### config.mk
export PLATFORM = sky130hd
export DESIGN_NAME = core_inst_seq
export DESIGN_NICKNAME = d
export VERILOG_FILES = /design/src/rtl/core_inst_seq.sv
export SDC_FILE = /design/constraint.sdc
export NUM_CORES = 1
export LEC_CHECK = 0
export ABC_AREA = 1
export CORE_MARGIN = 2
export CORE_UTILIZATION = 51
export DETAILED_ROUTE_END_ITERATION = 7
export PLACE_DENSITY_LB_ADDON = 0.05
export SLEW_MARGIN = 30
export SYNTH_ARGS = -nofsm -noshare
export SYNTH_HDL_FRONTEND = slang
export SYNTH_SLANG_ARGS = --single-unit
### constraint.sdc
create_clock -name clk -period 2.6 [get_ports clk]
set_clock_uncertainty 0.15 [all_clocks]
set_input_delay 0.78 -clock clk [delete_from_list [all_inputs] [get_ports clk]]
set_output_delay 0.78 -clock clk [all_outputs]
set_load 0.02 [all_outputs]
### src/rtl/core_inst_seq.sv
// Autonomous 64-bit inst sequencer for one 3x3 conv layer: W_L0 -> W_LOAD -> GAP -> EXEC -> DRAIN per kij, then FIN.
// inst is registered one cycle behind phase; no backpressure. CORE_INST_SEQ_READBACK_EN adds a psum readback pass before FIN.
module core_inst_seq #(
    parameter int row     = 8,
    parameter int col     = 8,
    parameter int in_w    = 6,
    parameter int k_w     = 3,
    parameter int out_w   = 4,
    parameter int gap_cyc = 10,
    parameter int w_base  = 1024
) (
    input  logic        clk,
    input  logic        reset,
    input  logic        start,
    input  logic        ofifo_valid,
    output logic [63:0] inst,
    output logic        busy,
    output logic        done,
    output logic [3:0]  kij_idx,
    output logic [2:0]  phase
);

    localparam int LEN_NIJ  = in_w * in_w;
    localparam int LEN_KIJ  = k_w * k_w;
    localparam int LEN_ONIJ = out_w * out_w;
    localparam int CW       = 8;
    localparam int XW       = $clog2(in_w);
    localparam int NW       = $clog2(LEN_NIJ + 1);

    localparam logic [CW-1:0] WL0_LAST   = CW'(col + 1);
    localparam logic [CW-1:0] LOAD_LAST  = CW'(col + row);
    localparam logic [CW-1:0] GAP_LAST   = CW'(gap_cyc - 1);
    localparam logic [CW-1:0] EXEC_LAST  = CW'(LEN_NIJ + col + row);
    localparam logic [CW-1:0] NIJ_END    = CW'(LEN_NIJ);
    localparam logic [CW-1:0] DRAIN_LAST = CW'(1);
    localparam logic [CW-1:0] RB_LAST    = CW'(LEN_ONIJ - 1);
    localparam logic [3:0]    KIJ_LAST   = 4'(LEN_KIJ - 1);
    localparam logic [XW-1:0] X_LAST     = XW'(in_w - 1);
    localparam logic [XW-1:0] KX_LAST    = XW'(k_w - 1);
    localparam logic [XW-1:0] OUT_W_X    = XW'(out_w);
    localparam logic [NW-1:0] NIJ_MAX    = NW'(LEN_NIJ);
    localparam logic [63:0]   INST_RST   = 64'h0000_0001_000C_0000;

    typedef struct packed {
        logic        debug;
        logic [16:0] rsv_hi;
        logic        relu;
        logic [8:0]  rsv_mid;
        logic        ren_pmem;
        logic        sfu_pass;
        logic        acc;
        logic        cen_pmem;
        logic        wen_pmem;
        logic [10:0] a_pmem;
        logic        cen_xmem;
        logic        wen_xmem;
        logic [10:0] a_xmem;
        logic        ofifo_rd;
        logic        ififo_wr;
        logic        ififo_rd;
        logic        l0_rd;
        logic        l0_wr;
        logic        execute;
        logic        load;
    } inst_t;

`ifdef CORE_INST_SEQ_READBACK_EN
    typedef enum logic [2:0] {
        S_IDLE = 3'd0, S_W_L0 = 3'd1, S_W_LOAD = 3'd2, S_GAP = 3'd3,
        S_EXEC = 3'd4, S_DRAIN = 3'd5, S_FIN = 3'd6, S_READBACK = 3'd7
    } state_t;
`else
    typedef enum logic [2:0] {
        S_IDLE = 3'd0, S_W_L0 = 3'd1, S_W_LOAD = 3'd2, S_GAP = 3'd3,
        S_EXEC = 3'd4, S_DRAIN = 3'd5, S_FIN = 3'd6
    } state_t;
`endif

    state_t        state, state_nxt;
    logic [CW-1:0] cnt, cnt_nxt;
    logic [3:0]    kij, kij_nxt;
    logic [XW-1:0] kx, kx_nxt, ky, ky_nxt;
    logic [XW-1:0] nx, nx_nxt, ny, ny_nxt;
    logic [NW-1:0] nij, nij_nxt;
    logic          busy_nxt, done_nxt;
    inst_t         inst_q, inst_nxt;
    logic          map_ok;
    logic [XW-1:0] ox, oy;
    logic [10:0]   pmem_addr;

    always_ff @(posedge clk or negedge reset) begin
        if (!reset) begin
            state  <= S_IDLE;
            cnt    <= '0;
            kij    <= '0;
            kx     <= '0;
            ky     <= '0;
            nx     <= '0;
            ny     <= '0;
            nij    <= '0;
            busy   <= 1'b0;
            done   <= 1'b0;
            inst_q <= inst_t'(INST_RST);
        end else begin
            state  <= state_nxt;
            cnt    <= cnt_nxt;
            kij    <= kij_nxt;
            kx     <= kx_nxt;
            ky     <= ky_nxt;
            nx     <= nx_nxt;
            ny     <= ny_nxt;
            nij    <= nij_nxt;
            busy   <= busy_nxt;
            done   <= done_nxt;
            inst_q <= inst_nxt;
        end
    end

    // Output position of the OFIFO row about to be read; kx/ky are kij%k_w and kij/k_w.
    always_comb begin
        ox        = nx - kx;
        oy        = ny - ky;
        map_ok    = (nx >= kx) && (ny >= ky) && (ox < OUT_W_X) && (oy < OUT_W_X);
        pmem_addr = 11'(ox) + 11'(oy) * 11'(out_w);
    end

    always_comb begin
        state_nxt = state;
        cnt_nxt   = cnt + 1'b1;
        kij_nxt   = kij;
        kx_nxt    = kx;
        ky_nxt    = ky;
        nx_nxt    = nx;
        ny_nxt    = ny;
        nij_nxt   = nij;
        busy_nxt  = 1'b1;
        done_nxt  = 1'b0;
        inst_nxt  = inst_t'(INST_RST);

        unique case (state)
            S_IDLE: begin
                cnt_nxt  = '0;
                busy_nxt = start;
                if (start) begin
                    state_nxt = S_W_L0;
                    kij_nxt   = '0;
                    kx_nxt    = '0;
                    ky_nxt    = '0;
                end
            end
            S_W_L0: begin
                inst_nxt.a_xmem   = 11'(w_base) + 11'(kij) * 11'(col) + 11'(cnt);
                inst_nxt.cen_xmem = 1'b0;
                inst_nxt.l0_wr    = (cnt != '0);
                // Row counters restart for every kij (nij count = rows consumed so far).
                nx_nxt  = '0;
                ny_nxt  = '0;
                nij_nxt = '0;
                if (cnt == WL0_LAST) begin
                    state_nxt = S_W_LOAD;
                    cnt_nxt   = '0;
                end
            end
            S_W_LOAD: begin
                inst_nxt.l0_rd = 1'b1;
                inst_nxt.load  = (cnt != '0);
                if (cnt == LOAD_LAST) begin
                    state_nxt = S_GAP;
                    cnt_nxt   = '0;
                end
            end
            S_GAP: begin
                if (cnt == GAP_LAST) begin
                    state_nxt = S_EXEC;
                    cnt_nxt   = '0;
                end
            end
            S_EXEC: begin
                // xmem is only addressed while CEN is low; otherwise A_xmem parks at 0.
                if (cnt <= NIJ_END) begin
                    inst_nxt.a_xmem   = 11'(cnt);
                    inst_nxt.cen_xmem = 1'b0;
                    inst_nxt.l0_wr    = 1'b1;
                    inst_nxt.l0_rd    = 1'b1;
                    inst_nxt.execute  = (cnt != '0);
                end
                if (cnt == EXEC_LAST) begin
                    state_nxt = S_DRAIN;
                    cnt_nxt   = '0;
                end
            end
            S_DRAIN: begin
                if (cnt == DRAIN_LAST) begin
                    cnt_nxt = '0;
                    if (kij == KIJ_LAST) begin
`ifdef CORE_INST_SEQ_READBACK_EN
                        state_nxt = S_READBACK;
`else
                        state_nxt = S_FIN;
`endif
                    end else begin
                        state_nxt = S_W_L0;
                        kij_nxt   = kij + 1'b1;
                        if (kx == KX_LAST) begin
                            kx_nxt = '0;
                            ky_nxt = ky + 1'b1;
                        end else begin
                            kx_nxt = kx + 1'b1;
                        end
                    end
                end
            end
`ifdef CORE_INST_SEQ_READBACK_EN
            S_READBACK: begin
                inst_nxt.cen_pmem = 1'b0;
                inst_nxt.wen_pmem = 1'b0;
                inst_nxt.a_pmem   = 11'(cnt);
                inst_nxt.debug    = 1'b1;
                if (cnt == RB_LAST) begin
                    state_nxt = S_FIN;
                    cnt_nxt   = '0;
                end
            end
`endif
            S_FIN: begin
                busy_nxt  = 1'b0;
                done_nxt  = 1'b1;
                state_nxt = S_IDLE;
                cnt_nxt   = '0;
            end
            default: begin
                state_nxt = S_IDLE;
                busy_nxt  = 1'b0;
            end
        endcase

        // Every presented row is popped; rows past len_nij or off the output window are dropped.
        if ((state == S_EXEC || state == S_DRAIN) && ofifo_valid) begin
            inst_nxt.ofifo_rd = 1'b1;
            if (nij < NIJ_MAX) begin
                nij_nxt = nij + 1'b1;
                if (nx == X_LAST) begin
                    nx_nxt = '0;
                    ny_nxt = ny + 1'b1;
                end else begin
                    nx_nxt = nx + 1'b1;
                end
                if (map_ok) begin
                    inst_nxt.cen_pmem = 1'b0;
                    inst_nxt.wen_pmem = 1'b1;
                    inst_nxt.a_pmem   = pmem_addr;
                    inst_nxt.acc      = (kij != '0);
                    inst_nxt.sfu_pass = (kij == '0);
                    inst_nxt.relu     = (kij == KIJ_LAST);
                end
            end
        end
    end

    assign inst    = inst_q;
    assign kij_idx = kij;
    assign phase   = state;

endmodule

Yosys cells after proc, flatten, opt, wreduce, memory -nomap -nowiden. Index checks and enable logic that the tools add are counted.

Bits in registers: 68. Input port bits: 4. Output and inout bits: 73. Logic and storage cells: 133.

Add/sub/neg operators: 12. Order comparisons: 6. Equal/unequal tests: 21. Mux-type cells: 55. Reductions and logical operators: 16.

Operators with widths (number): 2-to-1 mux 3 bit (23); 2-to-1 mux 15 bit (3); 2-to-1 mux 8 bit (5); case mux 8 bit (5 select lines) (1); case mux 11 bit (2 select lines) (1); 2-to-1 mux 6 bit (3); case mux 3 bit (6 select lines) (1); != test 2 bit, second input constant (8); adder 3 x 1 -> 3 bit, second input constant (4); equality test 3 bit, second input constant (4); 2-to-1 mux 4 bit (3); case mux 3 bit (2 select lines) (2); adder 11 x 7 -> 11 bit, first input constant (1); adder 11 x 8 -> 11 bit (1); equality test 3 x 2 -> 1 bit, second input constant (3); adder 8 x 1 -> 8 bit, second input constant (1); equality test 8 x 1 -> 1 bit, second input constant (1); equality test 8 x 4 -> 1 bit, second input constant (1); equality test 8 x 5 -> 1 bit, second input constant (1); equality test 8 x 6 -> 1 bit, second input constant (1); <= comparator 8 x 6 -> 1 bit, second input constant (1); 2-to-1 mux 1 bit (8); case mux 1 bit (2 select lines) (4); case mux 4 bit (2 select lines) (1); 21 further kinds (28).

Logic depth before layout (Yosys ltp). Gate-level depths: netlist of run 1.

Word-level depth: 7. Gate-level depth with buffers: 10. Mapped depth without buffers: 10.

Worst setup path after synthesis of run 1. OpenSTA, ideal clock, no wires.

Kind: register -> register. Start: register nx[0]. End: register inst_q (netlist bit inst[23]). Setup time: 0.119 ns. Data arrival time: 1.736 ns. Data required time: 2.331 ns. Slack: 0.595 ns. Stages on the path, launching flop included: 11. Buffers on the path: 0. Period minus slack after synthesis: 2.005 ns. Path through: dfrtp_1 > inv_1 > ha_1 > inv_1 > fa_1 > xnor2_1 > inv_1 > ha_1 > ha_1 > inv_1 > nor2_1.

RTL lines: start: declaration (RTL line 83) `logic [XW-1:0] nx, nx_nxt, ny, ny_nxt;`; start signal: assignment (RTL line 110) `nx <= nx_nxt;`; end signal: assignment (RTL line 103) `inst_q <= inst_t'(INST_RST);`; end signal: assignment (RTL line 115) `inst_q <= inst_nxt;`; end: declaration (RTL line 86) `inst_t inst_q, inst_nxt;`.

Final worst setup path of run 1.
Start: register kij[0] (netlist: kij_idx[0]). End: output kij_idx[0].

RTL lines: start: declaration (RTL line 81) `logic [3:0] kij, kij_nxt;`; start signal: assignment (RTL line 107) `kij <= kij_nxt;`; end: declaration (RTL line 19) `output logic [3:0] kij_idx,`.

No word-level cell between the ends.

==> results of run 1 <==
layout make-up:
type	instances	area (sq um)	area share
tap	96	120	0.0294
clock inverter	2	10.0	0.00245
inverter	54	205	0.0502
sequential	62	1550	0.380
multi-input combinational	286	1630	0.399
clock buffer	14	153	0.0373
timing repair buffer	41	413	0.101
power groups by stage:
stage	combinational (uW)	sequential [uW]	clock, uW
2_1_floorplan	889	1350	0
3_3_place_gp	1290	1260	0
3_5_place_dp	1300	1260	0
4_1_cts	1310	1250	751
5_1_grt	1460	1270	804
6_report	1290	1240	722
flip-flops by register name (all words and copies together), names as in the netlist:
register  cells
kx            3
nij           6
done          1
nx            3
cnt           8
ny            3
kij_idx       4
busy          1
phase         3
ky            3
inst         27
path summary, 6_finish.rpt:
kind	from	to	depth (start not counted)	slack [ns]
setup / recovery	kij_idx[0]$_DFFE_PN0P_	kij_idx[0]	1	0.17
hold / removal	reset	inst[21]$_DFF_PN0_	2	0.29
setup reg to reg	nx[0]$_DFF_PN0_	inst[22]$_DFF_PN0_	9	0.36
hold reg to reg	nij[4]$_DFF_PN0_	nij[4]$_DFF_PN0_	1	0.35
max in group asynchronous	reset	inst[19]$_DFF_PN1_	2	1.69
min in group clk	nij[4]$_DFF_PN0_	nij[4]$_DFF_PN0_	1	0.35
kinds of logic (layout without fill, tap and decap cells):
logic type	after synthesis	after routing	share of synthesized area
xor gates and xnor gates	11	11	0.0270
DFF	62	62	0.435
adders and majority gates	23	23	0.0869
AOI/OAI and AO/OA	45	45	0.0789
other	2	38	0.00210
and+or+nand+nor	169	169	0.225
buffers and inverters	95	111	0.145
layout by cell type, fill, tap and decap left out, types with 4 or more instances in the layout:
| master | netlist | layout |
|---|---|---|
| or2_2 | 4 | 4 |
| o21ai_0 | 16 | 16 |
| nand3_1 | 25 | 25 |
| clkinv_2 | 2 | 4 |
| nor3_1 | 6 | 6 |
| a21oi_1 | 7 | 7 |
| xor2_1 | 8 | 8 |
| nor2_1 | 45 | 45 |
| o21ai_1 | 4 | 4 |
| nand2_1 | 65 | 65 |
| clkdlybuf4s50_1 | 0 | 38 |
| nor2_4 | 7 | 7 |
| nand2_2 | 8 | 8 |
| clkbuf_1 | 0 | 4 |
| ha_1 | 20 | 20 |
| clkbuf_8 | 0 | 10 |
| conb_1 | 2 | 38 |
| o21ai_2 | 8 | 8 |
| dfrtp_1 | 60 | 60 |
| inv_1 | 49 | 49 |
per-layer routing:
metal	routed length (microns)	GRT usage	share of wire
met5	0	0	0
met4	66	0.0503	0.010
met3	281	0.0622	0.043
met2	3350	0.321	0.51
met1	2820	0.233	0.43
metrics by stage:
stage	hold WS (ns)	instances	utilization
2_1_floorplan	0.308	443	-
3_3_place_gp	0.329	539	0.578
3_5_place_dp	0.336	539	0.578
4_1_cts	0.299	555	0.602
5_1_grt	0.306	555	0.602
6_report	0.293	555	0.602
==> summary.txt, run 1 <==
Cells and area
  • Layout cell share with drive strength beyond 1: 0.118
  • Number of diodes: 0
  • FILL cells: around 600
  • Nets: around 480
  • Design Area, Final: around 4000 sq um
  • Area grow syn2layout: 14.5%

Floorplan
  • Core ar.: ~6800 sq um
  • # rows: 30
  • DIE WIDTH: 87.7 microns
  • Die area: roughly 7700 sq um
  • Initial core utilization: 0.525
  • I/O pin count: a little under 80
  • Die Y: between 80 and 90 microns

Critical path
  • Critical Path End Type: primary output
  • Slowest stage cell on the critical path: clkdlybuf4s50_1
  • CP Launch Type: flip-flop
  • Worst Path Max Fanout: 6
  • CP top delay family: buffers and inverters
  • Critical setup path kind: flip-flop to primary output
  • CP required: approximately 1.7 ns
  • Critical Path AT: 1.50 ns
  • CP max stage delay: 0.66 ns
  • Cell Chain, Critical Path: clkdlybuf4s50_1
  • CP Buf/Inv Count: 1

Placement
  • HPWL Detailed: 4.84 mm
  • PortBufs: 39
  • Dpl cell area: slightly below 4000 sq um
  • Dpl ws: about 0.22 ns
  • GP Congestion: 0.820

Routing
  • Number of remaining DRC errors: 0
  • Final ANT Viol Nets: 0
  • Detailed Route WL: between 6 and 7 mm
  • DR pass1 iterations: 6
  • DR iter-0 viols: 118
  • Wire per inst: 11.8 microns
  • Vias/cell: roughly 4.6
  • DR vias: approximately 2,600

CTS
  • H-tree levels: 3
  • Worst-Skew Late Latency: ~0.34 ns
  • # hold bufs at CTS: 0
  • Maximum buffer depth of the clock tree: 2
  • Root Driver: clkbuf_8
  • TritonCTS sink count: between 60 and 70
  • CTS Buf Count: 9
  • Total setup buffers inserted after CTS: 0
  • Post_cts resized: 0
  • Clk slew on worst S/H paths: ~0.070 ns
  • TritonCTS clock tree: built

Logic synthesis
  • Syn Area/Cell: between 8 and 9 sq um
  • Mapped Cells: just over 400
  • Sequential area share after synthesis: 0.435
  • Synth Warn #: 0
  • Synth cell count leaders: nand2_1 (65), dfrtp_1 (60), inv_1 (49), nor2_1 (45), buf_4 (38)
  • Number of synthesized register bits: 62
  • Post-synth EDFFs: 0
  • Leading area contributor after synthesis: dfrtp_1
  • Post-synth cell types: 37
  • Count leader, synth: nand2_1
  • Area contributors post-synth: dfrtp_1 (42%), buf_4 (8.0%), ha_1 (7.0%)
  • Post-synthesis async set-or-reset flop share: 1.00
  • Synthesized cell area: about 3600 sq um
  • Synth top area share: 0.421
  • Primary FF master, synth: dfrtp_1

GRT
  • GRT Util Overall: 0.189
  • First-pass GRT wire length: between 10 and 15 mm
  • Initial antenna violation count: 0
  • Largest net degree at the start of global routing: 63
  • Global route total overflow: 0
  • Vias in the first global route: about 2,400

Power and ir drop
  • Power per cell area: around 800 nW/um^2
  • Switching Power: 1330 uW
  • Lkg Pwr: about 0.002 uW
  • Max VDD drop: approximately 460 uV
  • Share of total power in combinational logic: 0.397
  • Pwr Total: ~3300 uW
  • Clock power frac: 0.222
  • Switching portion of total power: 0.407
  • Int Pwr: 1930 uW
  • Sequential power share: 0.381

Job
  • Max Cap Viol: 0

STA
  • RSZ-0062 raised after global routing: false
  • Hold Violations, Final: 0
  • Tcrit/Tclk final: 0.933
  • Endpoints failing setup: 0
  • Final setup TNS: 0 ns
  • Slew Limit Fails: 0
  • Final min period: 2.43 ns
  • Max Freq: 412 MHz
  • Final WS setup: ~0.17 ns

Run status
  • Status: completed

Hold path
  • Hold crit path type: primary input to async pin
Note: power is estimated with default switching activity, not from simulation.
==> run 2, diff against run 1 <==
--- a/config.mk
+++ b/config.mk
@@ -6,6 +6,7 @@
 export NUM_CORES = 1
 export LEC_CHECK = 0
 export ABC_AREA = 1
+export CAP_MARGIN = 5
 export CORE_MARGIN = 2
 export CORE_UTILIZATION = 51
 export DETAILED_ROUTE_END_ITERATION = 7
==> results of run 2 <==
Final layout, timing and power as in run 1 (identical DEF).
